## config.mk

```make
export PLATFORM = sky130hd
export DESIGN_NAME = ifetch_queue
export DESIGN_NICKNAME = d
export VERILOG_FILES = /design/src/rtl/ifetch_queue.sv
export SDC_FILE = /design/constraint.sdc
export NUM_CORES = 1
export LEC_CHECK = 0
export BUFFER_PORTS_ARGS = -buffer_cell sky130_fd_sc_hd__buf_4
export CORE_MARGIN = 2
export CORE_UTILIZATION = 52
export CTS_CLUSTER_DIAMETER = 80
export DETAILED_ROUTE_END_ITERATION = 8
export MAX_ROUTING_LAYER = met4
export PLACE_DENSITY = 0.8
export SYNTH_ARGS = -nofsm -noshare
export SYNTH_HDL_FRONTEND = slang
export SYNTH_SLANG_ARGS = --single-unit
```

## constraint.sdc

```tcl
create_clock -name clk -period 10.2 [get_ports clk]
set_input_delay 2.04 -clock clk [delete_from_list [all_inputs] [get_ports clk]]
set_output_delay 2.04 -clock clk [all_outputs]
set_load 0.005 [all_outputs]
```

## src/rtl/ifetch_queue.sv

```systemverilog
// Instruction-fetch front end: one outstanding imem request at a time, returned
// words tagged with their PC and buffered in a small FIFO toward decode.
module ifetch_queue #(
    parameter int W     = 32,
    parameter int DEPTH = 4,
    parameter int PTR_W = 2
) (
    input  logic         clk,
    input  logic         rst,
    input  logic [W-1:0] pc,
    input  logic         flush,
    output logic         pc_stall,
    output logic         imem_req,
    output logic [W-1:0] imem_addr,
    input  logic         imem_gnt,
    input  logic         imem_rvalid,
    input  logic [W-1:0] imem_rdata,
    output logic         id_valid,
    input  logic         id_ready,
    output logic [W-1:0] id_pc,
    output logic [W-1:0] id_inst
);

    typedef enum logic [1:0] {IDLE, WAIT_DATA, DRAIN} state_t;

    localparam logic [PTR_W:0] FULL_CNT = (PTR_W + 1)'(DEPTH);

    state_t           state_q, state_d;
    logic [PTR_W:0]   count_q, count_d;
    logic [PTR_W-1:0] rd_ptr_q, rd_ptr_d;
    logic [PTR_W-1:0] wr_ptr_q, wr_ptr_d;
    logic [W-1:0]     req_pc_q, req_pc_d;
    logic [W-1:0]     pc_mem_q   [DEPTH];
    logic [W-1:0]     inst_mem_q [DEPTH];

    logic fire;
    logic push;
    logic pop;

    // Reset is folded in so the request and stall outputs are correct while rst is held.
    assign imem_req  = !rst && (state_q == IDLE) && (count_q < FULL_CNT) && !flush;
    assign imem_addr = pc;
    assign fire      = imem_req && imem_gnt;
    assign pc_stall  = rst || !(fire || flush);

    assign id_valid = (count_q != '0);
    assign id_pc    = pc_mem_q[rd_ptr_q];
    assign id_inst  = inst_mem_q[rd_ptr_q];

    assign push = (state_q == WAIT_DATA) && imem_rvalid && !flush;
    assign pop  = id_valid && id_ready;

    always_comb begin
        state_d  = state_q;
        req_pc_d = req_pc_q;
        case (state_q)
            IDLE: begin
                if (fire) begin
                    req_pc_d = pc;
                    state_d  = WAIT_DATA;
                end
            end
            WAIT_DATA: begin
                if (imem_rvalid) begin
                    state_d = IDLE;
                end else if (flush) begin
                    state_d = DRAIN;
                end
            end
            DRAIN: begin
                if (imem_rvalid) begin
                    state_d = IDLE;
                end
            end
            default: state_d = IDLE;
        endcase
    end

    always_comb begin
        count_d  = count_q;
        rd_ptr_d = rd_ptr_q;
        wr_ptr_d = wr_ptr_q;
        if (flush) begin
            count_d  = '0;
            rd_ptr_d = '0;
            wr_ptr_d = '0;
        end else begin
            if (push) begin
                wr_ptr_d = wr_ptr_q + 1'b1;
            end
            if (pop) begin
                rd_ptr_d = rd_ptr_q + 1'b1;
            end
            if (push && !pop) begin
                count_d = count_q + 1'b1;
            end else if (pop && !push) begin
                count_d = count_q - 1'b1;
            end
        end
    end

    always_ff @(posedge clk or posedge rst) begin
        if (rst) begin
            state_q  <= IDLE;
            count_q  <= '0;
            rd_ptr_q <= '0;
            wr_ptr_q <= '0;
            req_pc_q <= '0;
        end else begin
            state_q  <= state_d;
            count_q  <= count_d;
            rd_ptr_q <= rd_ptr_d;
            wr_ptr_q <= wr_ptr_d;
            req_pc_q <= req_pc_d;
        end
    end

    always_ff @(posedge clk or posedge rst) begin
        if (rst) begin
            for (int i = 0; i < DEPTH; i++) begin
                pc_mem_q[i]   <= '0;
                inst_mem_q[i] <= '0;
            end
        end else if (push) begin
            pc_mem_q[wr_ptr_q]   <= req_pc_q;
            inst_mem_q[wr_ptr_q] <= imem_rdata;
        end
    end

endmodule

```

==> impl_metrics.csv <==
group,metric,value,unit
power,comb_power_share,26.2,%
grt,grt-ovfl-total,0,
cts,cts.sinks,297,
logic_synthesis,synth-compound-area-share,0.4017,%
cells_and_area,multi_input_area,5145,um2
cells_and_area,regArea,7440,um2
cts,root_buffer,"clkbuf_16",
critical_path,crit_path_end_kind,"primary output",
timing,skew,0.005798,ns
logic_synthesis,syn_nets,851,
timing,tns,0,ns
logic_synthesis,synthMuxAreaShare,36.67,%
logic_synthesis,syn-cell-area,13080,um2
cells_and_area,final_area,15420,um2
min_path,min_path_cells,1,
grt,grtUsageTotal,19.81,%
logic_synthesis,synth_xor_area_share,0.2678,%
logic_synthesis,avgSynthCellArea,16.86,um2
power,power_density,241.3,nW/um2
grt,grt_start_max_net_pins,82,
outcome,status,"complete, no violations",
power,seq_power_share,42.7,%
logic_synthesis,synth_seq_area_share,56.81,%
power,switchingPower,968.1,uW
logic_synthesis,synth_top_family_by_area,"multiplexers",
logic_synthesis,syn-instance-count,776,
placement,placedCellCount,1208,
grt,grt_pass1_wl,40230,um
logic_synthesis,ys_ff_latch,297,
die,row_count,58,
power,power,3.719,mW
cells_and_area,fillers,1901,
critical_path,r2r_cells,4,
critical_path,crit_arrival,3.14,ns
drt,route.vias.total,6971,
power,clkPwrFrac,31.2,%
min_path,hp-class,"register to register",
cts,htree_num_levels,1,
power,ir_drop,0.0001476,V
cts,cts_tree,"done",
drt,vias_per_cell,5.519,
power,swShare,26.03,%
timing,setup_viol,0,
die,die_w,162.6,um
drt,drtIter0Drc,240,
timing,max_freq,193.2,MHz
logic_synthesis,synth_warnings,0,
timing,tightest_slew,1.049,ns
critical_path,crit_path_start_kind,"input pin",
drt,totalWireLength,24880,um
placement,place_area,14350,um2
timing,period_share,50.75,%
placement,io_buffers,168,
drt,wl_per_cell,19.70,um
timing,min_period,5.176,ns
power,p_int,2.751,mW
cells_and_area,syn_to_final_growth,17.85,%
logic_synthesis,ys_types,34,
drt,ant_nets,0,
die,ioPinCount,169,
cts,cts.clk_slew.worst_paths,0.06,ns
cts,cts_buffer_depth,3,
die,design.die.area,26440,um2
timing,slew_headroom,30.04,%
die,coreArea,24960,um2
critical_path,worst-path-max-fanout,34,
cts,cts_resized,0,
cells_and_area,fin_nets,986,
cells_and_area,stdcell_count,1263,
cts,numCtsBuffers,31,
placement,gp_congestion,0.7234,
timing,rsz0062_at_grt,"no",
drt,firstDrtPassIters,4,
critical_path,worstSetupPathType,"input pin to primary output",
timing,finalMaxSlewViolations,0,
job,maxCapViolCount,0,
cts,cts_hold_buf,0,
cts,clk_latency,0.54,ns
critical_path,cp.required,8.16,ns
die,die_y,162.6,um
cells_and_area,antennaDiodeCount,0,
cts,cts_setup_buffers,0,
die,start_util,52.41,%
drt,drc,0,
timing,hold_viol_final,0,
cells_and_area,drive_gt1_share,63.34,%
placement,hpwl,15100,um
grt,antenna_found_initial,0,
logic_synthesis,synthAdderAreaFrac,0.5356,%
power,p_leak,7.612,nW
logic_synthesis,synthSimpleGateAreaFrac,1.415,%
grt,grt_pass1_vias,7505,
==> stage by stage <==
stage                     setup slack (ns)  utilization (%)  hold slack (ns)
after CTS                            4.959            61.76           0.5026
after floorplan                      1.420                -           0.4739
after global placement               4.956            57.48           0.4819
final                                5.024            61.76           0.5000
after detailed placement             4.978            57.48           0.4884
after global routing                 4.808            61.76           0.5071
==> sequential cells by signal, indices dropped and copies added, names as in the netlist <==
name	cells
inst_mem_q	128
rd_ptr_q	2
pc_mem_q	128
req_pc_q	32
state_q	2
count_q	3
wr_ptr_q	2
==> final timing paths <==
path,to,from,slack [ns]
worst min register to register,inst_mem_q[77]$_DFFE_PP0P_,inst_mem_q[77]$_DFFE_PP0P_,0.50
worst max register to register,pc_mem_q[96]$_DFFE_PP0P_,state_q[0]$_DFFE_PP0P_,7.62
min in group asynchronous,state_q[0]$_DFFE_PP0P_,rst,1.62
worst min-delay path,inst_mem_q[77]$_DFFE_PP0P_,inst_mem_q[77]$_DFFE_PP0P_,0.50
worst max-delay path,pc_stall,rst,5.02
max in group asynchronous,pc_mem_q[6]$_DFFE_PP0P_,rst,6.30
==> cell usage after synthesis (all sizes together) <==
master / n / area share, %
nor2b: 1 / 0.048
nor3b: 3 / 0.17
or4: 1 / 0.086
mux2: 288 / 26
o21ai: 2 / 0.077
a211oi: 1 / 0.057
nand3: 1 / 0.038
and4bb: 1 / 0.096
buf: 71 / 3.6
nand2: 8 / 0.36
and2b: 1 / 0.057
ha: 4 / 0.38
clkbuf: 4 / 0.11
and2: 3 / 0.14
or3: 1 / 0.048
a21oi: 2 / 0.077
inv: 5 / 0.14
fa: 1 / 0.15
nor2: 8 / 0.29
xor2: 1 / 0.067
xnor2: 3 / 0.20
o31a: 1 / 0.067
a22o: 1 / 0.067
o31ai: 1 / 0.057
mux4: 64 / 11
dfrtp: 297 / 57
nor3: 2 / 0.077
==> kinds of logic after synthesis <==
kind of cell               Yosys count
adders and majority gates            5
AOI/OAI and AO/OA                    8
and+or+nand+nor                     30
xor gates and xnor gates             4
buffers and inverters               80
muxes                              352
DFF                                297
==> critical path, stage by stage <==
cell and delay (ns):
buf_4 0.10, clkinvlp_4 0.57, o21ai_0 0.28, buf_4 0.15
==> cell usage in the layout (no fill, tap or decap), drive strengths merged, types with 4 or more instances in the layout <==
master / netlist / routed
nor2: 8 / 8
buf: 71 / 177
mux2: 288 / 288
dfrtp: 297 / 297
clkbuf: 4 / 43
nand2: 8 / 8
clkinv: 0 / 7
ha: 4 / 4
bufinv: 0 / 4
mux4: 64 / 64
inv: 5 / 5
==> power groups by stage <==
stage	clock network [mW]	logic, mW	registers, mW
floorplan	0	0.640	1.51
CTS	1.18	0.996	1.59
global placement	0	0.969	1.60
global route	1.23	1.05	1.62
detailed placement	0	0.991	1.61
finish	1.16	0.973	1.59
==> cell type report <==
| class | instances | area share [%] |
|---|---|---|
| Sequential cell | 297 | 48.26 |
| Inverter | 5 | 0.1461 |
| Tap cell | 330 | 2.678 |
| Timing Repair Buffer | 177 | 8.619 |
| Clock buffer | 43 | 5.843 |
| Multi-Input combinational cell | 399 | 33.37 |
| Clock inverter | 12 | 1.087 |
==> layer usage <==
| metal | wire length, um | share of wire (%) | track usage, % | vias to the layer above |
|---|---|---|---|---|
| li1 | - | - | - | 3095 |
| met5 | 0 | 0 | - | - |
| met3 | 827 | 3.3 | 2.394 | 42 |
| met1 | 11060 | 44 | 26.71 | 3717 |
| met2 | 12490 | 50 | 32.73 | 117 |
| met4 | 505 | 2.0 | 4.706 | 0 |
No activity file was read; power rests on OpenSTA's default activity.
